<file path="src/rtl/console_writer.sv">
// console_writer: turns a byte stream from the processor into screen
// commands (set position / write glyph) for a text-mode screen controller.
// Keeps a wrapping cursor and handles newline, carriage return and backspace.
// Optional feature: define CONSOLE_CLEAR_EN to make form feed (0x0C) clear
// the whole screen. Without it, 0x0C is an ordinary glyph.
module console_writer #(
  parameter int         COLS        = 80,
  parameter int         ROWS        = 60,
  parameter logic [5:0] BLANK_GLYPH = 6'd0
) (
  input  logic        clk,
  input  logic        rst,
  input  logic        in_valid,
  input  logic [7:0]  in_data,
  output logic        in_ready,
  output logic [1:0]  print,
  output logic [31:0] x,
  output logic [31:0] y,
  output logic [31:0] char,
  output logic        busy
);

  localparam int XW = (COLS > 1) ? $clog2(COLS) : 1;
  localparam int YW = (ROWS > 1) ? $clog2(ROWS) : 1;
  localparam logic [XW-1:0] X_LAST = XW'(COLS - 1);
  localparam logic [YW-1:0] Y_LAST = YW'(ROWS - 1);

  localparam logic [1:0] CMD_IDLE  = 2'b00;
  localparam logic [1:0] CMD_SETPOS = 2'b01;
  localparam logic [1:0] CMD_WRITE = 2'b10;

  typedef enum logic [2:0] {IDLE, SETPOS, WRITE, CLEAR_SET, CLEAR_WR} state_t;

  state_t          state_reg;
  logic [XW-1:0]   cur_x_reg;
  logic [YW-1:0]   cur_y_reg;
  logic [5:0]      glyph_reg;
  logic            back_reg;    // current write is a backspace erase
  logic [1:0]      print_reg;
  logic [31:0]     x_reg;
  logic [31:0]     y_reg;
  logic [31:0]     char_reg;

  logic [XW-1:0]   adv_x;
  logic [YW-1:0]   adv_y;
  logic [YW-1:0]   nl_y;
  logic [XW-1:0]   back_x;
  logic [YW-1:0]   back_y;
  logic            at_origin;

  assign in_ready = (state_reg == IDLE);
  assign busy     = (state_reg != IDLE);
  assign print    = print_reg;
  assign x        = x_reg;
  assign y        = y_reg;
  assign char     = char_reg;

  // Cursor neighbours: next cell (advance), next row (newline), previous cell (backspace)
  always_comb begin
    nl_y      = (cur_y_reg == Y_LAST) ? '0 : cur_y_reg + YW'(1);
    adv_x     = cur_x_reg + XW'(1);
    adv_y     = cur_y_reg;
    if (cur_x_reg == X_LAST) begin
      adv_x = '0;
      adv_y = nl_y;
    end
    back_x    = cur_x_reg - XW'(1);
    back_y    = cur_y_reg;
    if (cur_x_reg == '0) begin
      back_x = X_LAST;
      back_y = cur_y_reg - YW'(1);  // only used when not at the origin
    end
    at_origin = (cur_x_reg == '0) && (cur_y_reg == '0);
  end

`ifdef CONSOLE_CLEAR_EN
  logic [XW-1:0] clr_x;
  logic [YW-1:0] clr_y;
  logic [XW-1:0] clr_nx;
  logic [YW-1:0] clr_ny;
  logic          clr_last;

  // The clear sweep walks the screen using the position output itself as its counter
  always_comb begin
    clr_x    = x_reg[XW-1:0];
    clr_y    = y_reg[YW-1:0];
    clr_last = (clr_x == X_LAST) && (clr_y == Y_LAST);
    clr_nx   = clr_x + XW'(1);
    clr_ny   = clr_y;
    if (clr_x == X_LAST) begin
      clr_nx = '0;
      clr_ny = clr_y + YW'(1);
    end
  end
`endif

  // Command sequencer: accepts a byte in IDLE, then emits SETPOS/WRITE pulses
  always_ff @(posedge clk or posedge rst) begin
    if (rst) begin
      state_reg <= IDLE;
      cur_x_reg <= '0;
      cur_y_reg <= '0;
      glyph_reg <= '0;
      back_reg  <= 1'b0;
      print_reg <= CMD_IDLE;
      x_reg     <= '0;
      y_reg     <= '0;
      char_reg  <= '0;
    end else begin
      case (state_reg)
        IDLE: begin
          if (in_valid) begin
            case (in_data)
              8'h0A: begin
                cur_x_reg <= '0;
                cur_y_reg <= nl_y;
              end
              8'h0D: begin
                cur_x_reg <= '0;
              end
              8'h08: begin
                if (!at_origin) begin
                  state_reg <= SETPOS;
                  print_reg <= CMD_SETPOS;
                  x_reg     <= 32'(back_x);
                  y_reg     <= 32'(back_y);
                  glyph_reg <= BLANK_GLYPH;
                  back_reg  <= 1'b1;
                end
              end
`ifdef CONSOLE_CLEAR_EN
              8'h0C: begin
                state_reg <= CLEAR_SET;
                print_reg <= CMD_SETPOS;
                x_reg     <= '0;
                y_reg     <= '0;
              end
`endif
              default: begin
                state_reg <= SETPOS;
                print_reg <= CMD_SETPOS;
                x_reg     <= 32'(cur_x_reg);
                y_reg     <= 32'(cur_y_reg);
                glyph_reg <= in_data[5:0];
                back_reg  <= 1'b0;
              end
            endcase
          end
        end
        SETPOS: begin
          state_reg <= WRITE;
          print_reg <= CMD_WRITE;
          char_reg  <= 32'(glyph_reg);
        end
        WRITE: begin
          state_reg <= IDLE;
          print_reg <= CMD_IDLE;
          if (back_reg) begin
            // Backspace leaves the cursor on the erased cell
            cur_x_reg <= x_reg[XW-1:0];
            cur_y_reg <= y_reg[YW-1:0];
          end else begin
            cur_x_reg <= adv_x;
            cur_y_reg <= adv_y;
          end
        end
`ifdef CONSOLE_CLEAR_EN
        CLEAR_SET: begin
          state_reg <= CLEAR_WR;
          print_reg <= CMD_WRITE;
          char_reg  <= 32'(BLANK_GLYPH);
        end
        CLEAR_WR: begin
          if (clr_last) begin
            state_reg <= IDLE;
            print_reg <= CMD_IDLE;
            cur_x_reg <= '0;
            cur_y_reg <= '0;
          end else begin
            state_reg <= CLEAR_SET;
            print_reg <= CMD_SETPOS;
            x_reg     <= 32'(clr_nx);
            y_reg     <= 32'(clr_ny);
          end
        end
`endif
        default: begin
          state_reg <= IDLE;
          print_reg <= CMD_IDLE;
        end
      endcase
    end
  end

endmodule

</file>
<file path="config.mk">
export PLATFORM = sky130hd
export DESIGN_NAME = console_writer
export DESIGN_NICKNAME = d
export VERILOG_FILES = /design/src/rtl/console_writer.sv
export SDC_FILE = /design/constraint.sdc
export NUM_CORES = 1
export LEC_CHECK = 0
export BUFFER_PORTS_ARGS = -buffer_cell sky130_fd_sc_hd__buf_2
export CAP_MARGIN = 25
export CORE_ASPECT_RATIO = 1.1
export CORE_MARGIN = 8
export CORE_UTILIZATION = 30
export DETAILED_ROUTE_END_ITERATION = 10
export PLACE_DENSITY = 0.53
export SLEW_MARGIN = 0
export SYNTH_ARGS = -nofsm -noshare
export SYNTH_HDL_FRONTEND = slang
export SYNTH_SLANG_ARGS = --single-unit
</file>
<file path="constraint.sdc">
create_clock -name clk -period 2.5 [get_ports clk]
set_input_delay 0.375 -clock clk [delete_from_list [all_inputs] [get_ports clk]]
set_output_delay 0.375 -clock clk [all_outputs]
set_load 0.01 [all_outputs]
</file>
==> results of run 1 <==
layout make-up:
cell class,count,area share
multi-input combinational,236,0.493
inverter,12,0.0149
timing repair buffer,39,0.0694
sequential,41,0.339
clock buffer,5,0.0227
clock inverter,2,0.0116
tap,120,0.0495
path summary, 6_finish.rpt:
check,start,to,slack [ns],depth (start not counted)
worst max-delay path,cur_x_reg[0],x[0],0.36,7
worst min register to register,char[3],char[3],0.48,2
worst min-delay path,rst,char[4],0.19,3
max in group asynchronous,rst,cur_x_reg[2],1.93,3
min in group clk,in_data[4],glyph_reg[4],0.34,2
worst max register to register,cur_x_reg[0],x[0],0.36,7
Yosys cell counts (all sizes together), types with 2 or more instances:
master  instances
buf            81
inv            12
nand2b          3
or2             2
nor4            5
a21oi          11
mux2           24
nor3b           2
and3b           2
and3            2
nand3b          3
nand4           2
nor2b           3
dfrtp          41
xnor2           9
nand2          15
o21ai          17
mux2i           5
a31oi           3
a221o           2
ha              5
nor3            6
nor2           15
nand3           7
clkbuf         10
worst max-delay path, delay by kind of cell, from the launching register on:
| family | cells | cell delay, ns |
|---|---|---|
| flops | 1 | 0.43 |
| simple gates | 3 | 0.65 |
| compound gates | 1 | 0.23 |
| fa+ha+maj | 1 | 0.24 |
| mux | 1 | 0.37 |
| buf+inv | 1 | 0.10 |
kinds of logic (layout without fill, tap and decap cells):
kind of cell | after synthesis | after routing | share of synthesized area
other cells | 1 | 77 | 0.00127
compound gates | 43 | 43 | 0.0875
xor+xnor | 10 | 10 | 0.0296
mux | 29 | 29 | 0.130
simple gates | 72 | 72 | 0.140
flops | 41 | 41 | 0.347
fa+ha+maj | 5 | 5 | 0.0211
buf+inv | 103 | 58 | 0.244
per-layer routing:
metal	GRT usage	wire length [um]
met1	0.112	2760
met2	0.165	3190
met3	0.0230	309
met4	0.0389	139
met5	0	0
per-stage QoR:
stage / hold slack (ns) / util / area [um2]
4_1_cts: 0.220 / 0.311 / 3030
6_report: 0.187 / 0.311 / 3030
5_1_grt: 0.238 / 0.311 / 3030
3_5_place_dp: 0.472 / 0.300 / 2930
2_1_floorplan: 0.478 / - / 3240
3_3_place_gp: 0.464 / 0.300 / 2930
power breakdown:
part | internal, mW | total, mW | switching, mW
logic | 0.470 | 1.00 | 0.531
clock network | 0.291 | 0.530 | 0.239
registers | 0.852 | 1.04 | 0.188
==> results by stage, run 1 <==
Run status:
- The flow ran to the end, and the final reports show no timing, DRC or antenna violations.

Layout:
- In the layout the commonest cells are sky130_fd_sc_hd__conb_1 (77), sky130_fd_sc_hd__dfrtp_1 (41), sky130_fd_sc_hd__buf_2 (33).
- The repair_antennas step left the layout with diodes totalling 0.
- The layout has between 1000 and 1500 filler cells.
- The register area is about 0.001 mm2.
- The area taken by multi-input logic gates is 0.00150 mm2.
- The final layout contains around 350 nets.
- The non-filler instance count after layout is 455.
- The fraction of layout cells with a size suffix above 1 is 0.224.
- Leaving out fill and tap cells, the most frequent cell in the layout is sky130_fd_sc_hd__conb_1.
- Compared with the post-synthesis result, the final layout area differs by 2.41%.

Power:
- VDD sags by at most around 0.2 mV.
- Power comes to ~2.6 mW.
- In this run the static leakage power is roughly 1.4 nW.
- In this run the power density over the cells is approximately 850 mW/mm2.

Clock tree:
- The number of gates given a new drive strength after cts is 0.
- The root buffer cell chosen for the clock tree is sky130_fd_sc_hd__clkbuf_8.
- The TritonCTS clock tree is yes.
- The number of buffers inserted to repair setup after CTS is 0.
- The buffer depth of the longest clock path is 2.
- The number of clock buffers added by TritonCTS is 5.
- Clock-pin slew was measured on the worst setup and hold paths at approximately 0.080 ns.
- The number of hold buffers added after CTS was 0.
- The clock latency on the worst-skew pair is ~0.30 ns.
- The total number of clock tree sinks is 41.
- The count of H-tree levels built during CTS is 2.

Floorplanning:
- The x dimension of the die is about 110 um.
- The total die area is about 0.013 mm2.
- For this configuration, the core starts out at a cell density of 0.304.
- 111 I/O pins were placed.
- The die height is 120 um.
- The floorplan has 38 rows.
- The placeable core region is about 0.0097 mm2.

Routing:
- In the routed design, unresolved DRC markers number 0.
- The count of nets left with antenna violations once routing finished came out at 0.
- Wires add up to between 6000 and 7000 um.
- The initial DRC count is between 70 and 80.
- The detailed router placed slightly below 2000 vias in this run.
- The mean routed wirelength per cell is ~14 um.
- The via-per-instance ratio is around 4.3.
- The first TritonRoute pass finished after 4 iterations.

Timing:
- The shortest clock period the worst path allows after layout is between 2 and 2.5 ns.
- The total negative slack for setup checks is 0 ns.
- The hold violation total from the final report is 0.
- The max-slew violation count was 0.
- The worst clock skew on the final layout is between 0.004 and 0.005 ns.
- Headroom to the max-slew limit came out at 0.647.
- The timing-limited maximum frequency is 468 MHz.
- The slew at the pin with the worst max-slew slack is about 0.53 ns.
- Setup repair after global routing left no endpoint under its margin.
- The worst-case setup margin in the final layout is around 0.36 ns.
- The setup-violating endpoint count in the final report is 0.
- The share of the clock period used by the worst path after layout is 0.855.

Worst setup path:
- The nature of the critical path endpoint is a register.
- The biggest fanout along the worst timing path is 21.
- The critical path start-end classification is reg -> reg.
- The slowest library cell on the worst path is sky130_fd_sc_hd__and3_4.
- STA puts the critical path data required time at ~2.7 ns.
- The arrival time at the worst endpoint is roughly 2.3 ns.
- The maximum single-stage delay on the critical path is 0.50 ns.
- Traced cell by cell, the critical path runs through inv_1 -> ha_1 -> nand2b_4 -> nor4_4 -> a41oi_1 -> and3_4 -> mux2_1.
- STA classifies the critical path startpoint as a register.

Global route:
- For this run, the total global-route usage over all layers was measured as 0.0959.
- The wire length of the first global-routing pass is between 10000 and 15000 um.
- The pin count of the biggest net entering global routing is 42.
- Global routing finished with a remaining overflow of 0.
- The initial antenna violation count is 0.
- The number of global-route vias before repair came to 2023.

Flow run:
- The max capacitance violation total is 0.

Synth:
- The synthesized netlist contains 52 unique library cells.
- The synthesis warning total is 0.
- Counting flops and latches in the post-synthesis netlist gives between 40 and 50.
- The area of the mapped netlist is about 0.0030 mm2.
- The post-synthesis async set-or-reset flop share is 1.00.
- The dominant register cell in the synthesized netlist is sky130_fd_sc_hd__dfrtp_1.
- Counting every instance in the synthesized netlist gives between 300 and 400.
- Counting flops with a built-in enable in the synthesized netlist gives 0.
- The area share of the leading cell type in the synthesized netlist is 0.347.
- Sorting the synthesized cells by area gives the leading types as sky130_fd_sc_hd__dfrtp_1 (35%), sky130_fd_sc_hd__buf_4 (20%), sky130_fd_sc_hd__mux2_4 (8.6%), sky130_fd_sc_hd__xnor2_1 (2.7%), sky130_fd_sc_hd__mux2_2 (2.3%).
- The cell type with the highest aggregate area in the netlist is sky130_fd_sc_hd__dfrtp_1.
- The portion of the post-synthesis area used by sequential elements is 0.347.
- The average instance area after synthesis is a little under 10 um2.

Placed design:
- The number of placed instances with taps included is about 450.
- Detailed placement ended at an HPWL of 4850 um.
- The count of buffers inserted at the top-level ports is 33.
- Before CTS, the worst setup slack after placement is approximately 0.22 ns.
- The routability congestion estimate is about 0.83.

Worst hold path:
- The class of the tightest hold or removal check is in -> async.
No activity file was read; power rests on OpenSTA's default activity.
==> inputs of run 2 (changes only) <==
ABC_AREA = 1   (was unset)
RECOVER_POWER = 100   (was unset)
==> results by stage, run 2 <==
Run status:
- The run finished with clean final reports.

Power:
- Of the total power, combinational logic draws 0.396.
- For this design the total switching power over the nets is 1.28 mW.
- After layout, the design draws a total of between 2 and 3 mW.
- The worst-case IR drop observed on VDD is 0.311 mV.
- The cell-internal power is about 1.6 mW.
- The total power per unit cell area is 938 mW/mm2.
- The share of total power dissipated in sequential elements is 0.413.
- Of the total power, the share spent switching nets is 0.447.
- The leakage power of the design is ~1.6 nW.
- The portion of total power attributed to the clock network is 0.191.

Layout:
- The antenna diode instance count is 0.
- The non-filler instance count after layout is approximately 560.
- Of the cells placed in the final design, the portion with a size suffix greater than 1 is 0.0771.
- In the final layout, the multi-input gates occupy roughly 0.0015 mm2.
- The area added between synthesis and finish is 0.289%.
- The finished layout cell area is about 0.0030 mm2.
- Counting the fill cells in the layout gives between 1000 and 1500.
- The most common library cell in the layout ignoring fill and taps is sky130_fd_sc_hd__nand2_1.
- The register area is slightly above 0.001 mm2.
- At the end of the flow, the number of nets in the layout was between 400 and 500.
- The top cell types in the final layout, fill and taps aside, are sky130_fd_sc_hd__nand2_1 (124), sky130_fd_sc_hd__conb_1 (77), sky130_fd_sc_hd__dfrtp_1 (41).

Clock tree:
- Hold repair after CTS inserted 0 buffers.
- The count of H-tree levels built during CTS is 2.
- The cell sitting at the root of the clock tree is a sky130_fd_sc_hd__clkbuf_8.
- Post-CTS repair changed the size of 0 cells.
- After clock tree synthesis, the setup repair step added 0 buffers.
- The TritonCTS clock tree is yes.
- The total number of clock tree sinks is slightly above 40.
- The number of buffers created by CTS is 5.
- Clock-pin slew was measured on the worst setup and hold paths at approximately 0.09 ns.
- The clock passes through at most 2 buffers.
- The clock latency on the worst-skew pair is between 0.2 and 0.3 ns.

Worst setup path:
- The reg-to-reg setup timing slack is around 0.35 ns.
- On the worst path, the slowest cell contributes a delay of 0.42 ns.
- Along the worst path, the maximum fanout reaches 22.
- Counting cells, the worst reg-to-reg path comes to 10.
- Counting buffers and inverters, the worst setup path is 10 cells deep.
- For the worst setup path, the data arrival time is roughly 2.3 ns.
- The cell family contributing the most delay on the critical path is simple AND/OR/NAND/NOR gates.
- In this run the critical register-to-register path is launched from cur_x_reg[0].
- The nature of the critical path endpoint is a register.
- The endpoint of the worst register-to-register path is glyph_reg[1].
- STA classifies the critical path startpoint as a register.
- The capture point of the critical path is glyph_reg[1].
- The number of buffers and inverters on the critical path is 2.
- The worst setup path startpoint is cur_x_reg[0].
- For this design, the slowest cell found on the critical path is sky130_fd_sc_hd__dfrtp_1.
- Traced cell by cell, the critical path runs through clkinv_1 -> ha_1 -> nand2_1 -> inv_1 -> nand3_2 -> nor2_2 -> nand2_2 -> nand3_2 -> nand2_1 -> o21ai_2.
- The critical path start-end classification is reg -> reg.
- At the worst endpoint, the required time is between 2 and 3 ns.

Global route:
- The met1 routing resource usage after global routing is 0.116.
- The pin count of the biggest net entering global routing is 42.
- The fraction of met3 tracks used by global routing is 0.0299.
- The wire length of the first global-routing pass is between 10000 and 15000 um.
- The layer with the highest usage is met2.
- The overall fraction of global-route tracks in use is 0.102.
- The number of global-route vias before repair is about 2200.
- Summed over all layers, the global routing overflow is 0.
- The initial antenna violation count is 0.
- The met2 routing resource usage after global routing is 0.182.

Synth:
- In the synthesized netlist the async set-or-reset flop fraction comes to 1.00.
- The area share of the leading cell type in the synthesized netlist is 0.338.
- The cell type with the highest aggregate area in the netlist is sky130_fd_sc_hd__dfrtp_1.
- The most repeated cell in the gate-level netlist after synthesis is sky130_fd_sc_hd__nand2_1.
- The Yosys step of the flow raised 0 warnings.
- The area of the mapped netlist is 0.00303 mm2.
- Yosys mapped a number of flops with a built-in enable equal to 0.
- The number of distinct library cells after synthesis is 32.
- After technology mapping, the gate count stands at around 410.
- A synthesized cell averages ~7.5 um2.
- Sorting the synthesized cells by area gives the leading types as sky130_fd_sc_hd__dfrtp_1 (34%), sky130_fd_sc_hd__buf_4 (19%), sky130_fd_sc_hd__nand2_1 (15%), sky130_fd_sc_hd__inv_1 (4.2%), sky130_fd_sc_hd__o21ai_0 (4.1%).
- The portion of the post-synthesis area used by sequential elements is 0.338.
- Sorting the synthesized cells by how often they occur yields sky130_fd_sc_hd__nand2_1 (124), sky130_fd_sc_hd__buf_4 (78), sky130_fd_sc_hd__dfrtp_1 (41).
- The synthesized design contains between 40 and 50 register bits.
- The dominant register cell in the synthesized netlist is sky130_fd_sc_hd__dfrtp_1.

Routing:
- The initial DRC count is 103.
- The via-per-instance ratio is roughly 4.2.
- The pre-antenna-repair detailed-routing pass consisted of 5 iterations.
- The remaining number of nets flagged by the antenna check after routing is 0.
- The via count is between 2000 and 2500.
- The mean routed wirelength per cell is 12.5 um.
- The total wirelength of the detailed-routed design is between 7000 and 8000 um.
- The post-route DRC violation count is 0.

Placed design:
- The post-detailed-placement cell area is 0.00301 mm2.
- The number of placed instances with taps included is roughly 550.
- The half-perimeter wire length of the detailed placement result is around 5500 um.
- The congestion estimate from routability-driven global placement came to between 0.8 and 0.9.
- The count of buffers inserted at the top-level ports is 33.

Timing:
- The total negative slack for setup checks is 0 ns.
- Setup repair after global routing left no endpoint under its margin.
- The hold violation total from the final report is 0.
- For this run, the top clock speed supported by timing is about 460 MHz.
- The setup-violating endpoint count in the final report is 0.
- Clock skew on the completed layout was measured at about 0.0056 ns.
- The shortest clock period the worst path allows after layout is approximately 2.2 ns.
- At the pin with the least slew margin, the transition time is 1.06 ns.
- Dividing the final minimum period by the clock period gives 0.860.
- The max-slew violation count is 0.
- The worst pin sits at a relative slew slack of 0.295.

Floorplanning:
- The die height is ~120 um.
- The die covers around 0.014 mm2.
- The initial cell density of the core is 0.308.
- The number of primary I/O pins is between 100 and 150.
- The placeable core region is a little under 0.01 mm2.
- The number of rows in the core area is 38.
- In this run the horizontal extent of the chip is around 110 um.

Worst hold path:
- The class of the tightest hold or removal check is in -> reg.

Flow run:
- The max capacitance violation total is 0.
## run 2: changes by cell type in the layout (fill, tap and decap cells not counted), sizes merged, moves of 5 or more
cell / change
nand2: +112
buf: -28
clkbuf: +24
mux2: -24
inv: +23
nand3: +18
o21ai: +16
nor2: +13
a21oi: -8
xnor2: -8
nand4: +6
mux2i: -5
nor4: -5
xor2: +5
## run 2: how the worst min path moves through the flow
stage                 startpoint            to  cells after the start  slack, ns
floorplan           glyph_reg[0]       char[0]                      2       0.45
CTS                          rst  cur_x_reg[3]                      3       0.22
detailed placement       char[5]       char[5]                      2       0.46
finish                in_data[4]  glyph_reg[4]                      3       0.35
global placement         char[4]       char[4]                      2       0.45
global route          in_data[2]  glyph_reg[2]                      3       0.37
## run 2: metal layers
layer  vias up  share of wire
li1       1187              -
met1      1087           0.43
met2        65           0.50
met3         9          0.056
met4         0          0.013
met5         -              0
## run 2: kinds of logic after synthesis
group | count (synthesis) | synth area share
and+or+nand+nor | 190 | 0.284
buffers and inverters | 121 | 0.256
AOI/OAI and AO/OA | 42 | 0.0792
DFF | 41 | 0.338
xor gates and xnor gates | 7 | 0.0202
adders and majority gates | 5 | 0.0206
other | 1 | 0.00124
## run 2: power groups by stage
stage | clock, mW | combinational (mW) | sequential, mW
global placement | 0 | 1.22 | 1.19
floorplan | 0 | 0.978 | 1.15
global route | 0.597 | 1.31 | 1.22
detailed placement | 0 | 1.24 | 1.19
CTS | 0.569 | 1.24 | 1.18
finish | 0.545 | 1.13 | 1.18
## run 2: through the flow
step / hold slack, ns / worst slack (ns) / utilization
after floorplan: 0.449 / 0.788 / -
after global placement: 0.453 / 0.453 / 0.305
after detailed placement: 0.459 / 0.419 / 0.305
after CTS: 0.222 / 0.379 / 0.317
after global routing: 0.367 / 0.108 / 0.309
final: 0.354 / 0.349 / 0.309
## run 2: cell type report
type,count,share of cell area
Sequential cell,41,0.337
Clock inverter,3,0.0152
Clock buffer,5,0.0226
Tap cell,120,0.0494
Timing Repair Buffer,35,0.0490
Inverter,36,0.0444
Multi-Input combinational cell,321,0.482
## run 2: worst register-to-register path, stage by stage, from the launching register on
cell,delay (ns)
sky130_fd_sc_hd__dfrtp_1,0.42
sky130_fd_sc_hd__clkinv_1,0.20
sky130_fd_sc_hd__ha_1,0.31
sky130_fd_sc_hd__nand2_1,0.10
sky130_fd_sc_hd__inv_1,0.05
sky130_fd_sc_hd__nand3_2,0.11
sky130_fd_sc_hd__nor2_2,0.10
sky130_fd_sc_hd__nand2_2,0.09
sky130_fd_sc_hd__nand3_2,0.37
sky130_fd_sc_hd__nand2_1,0.20
sky130_fd_sc_hd__o21ai_2,0.07
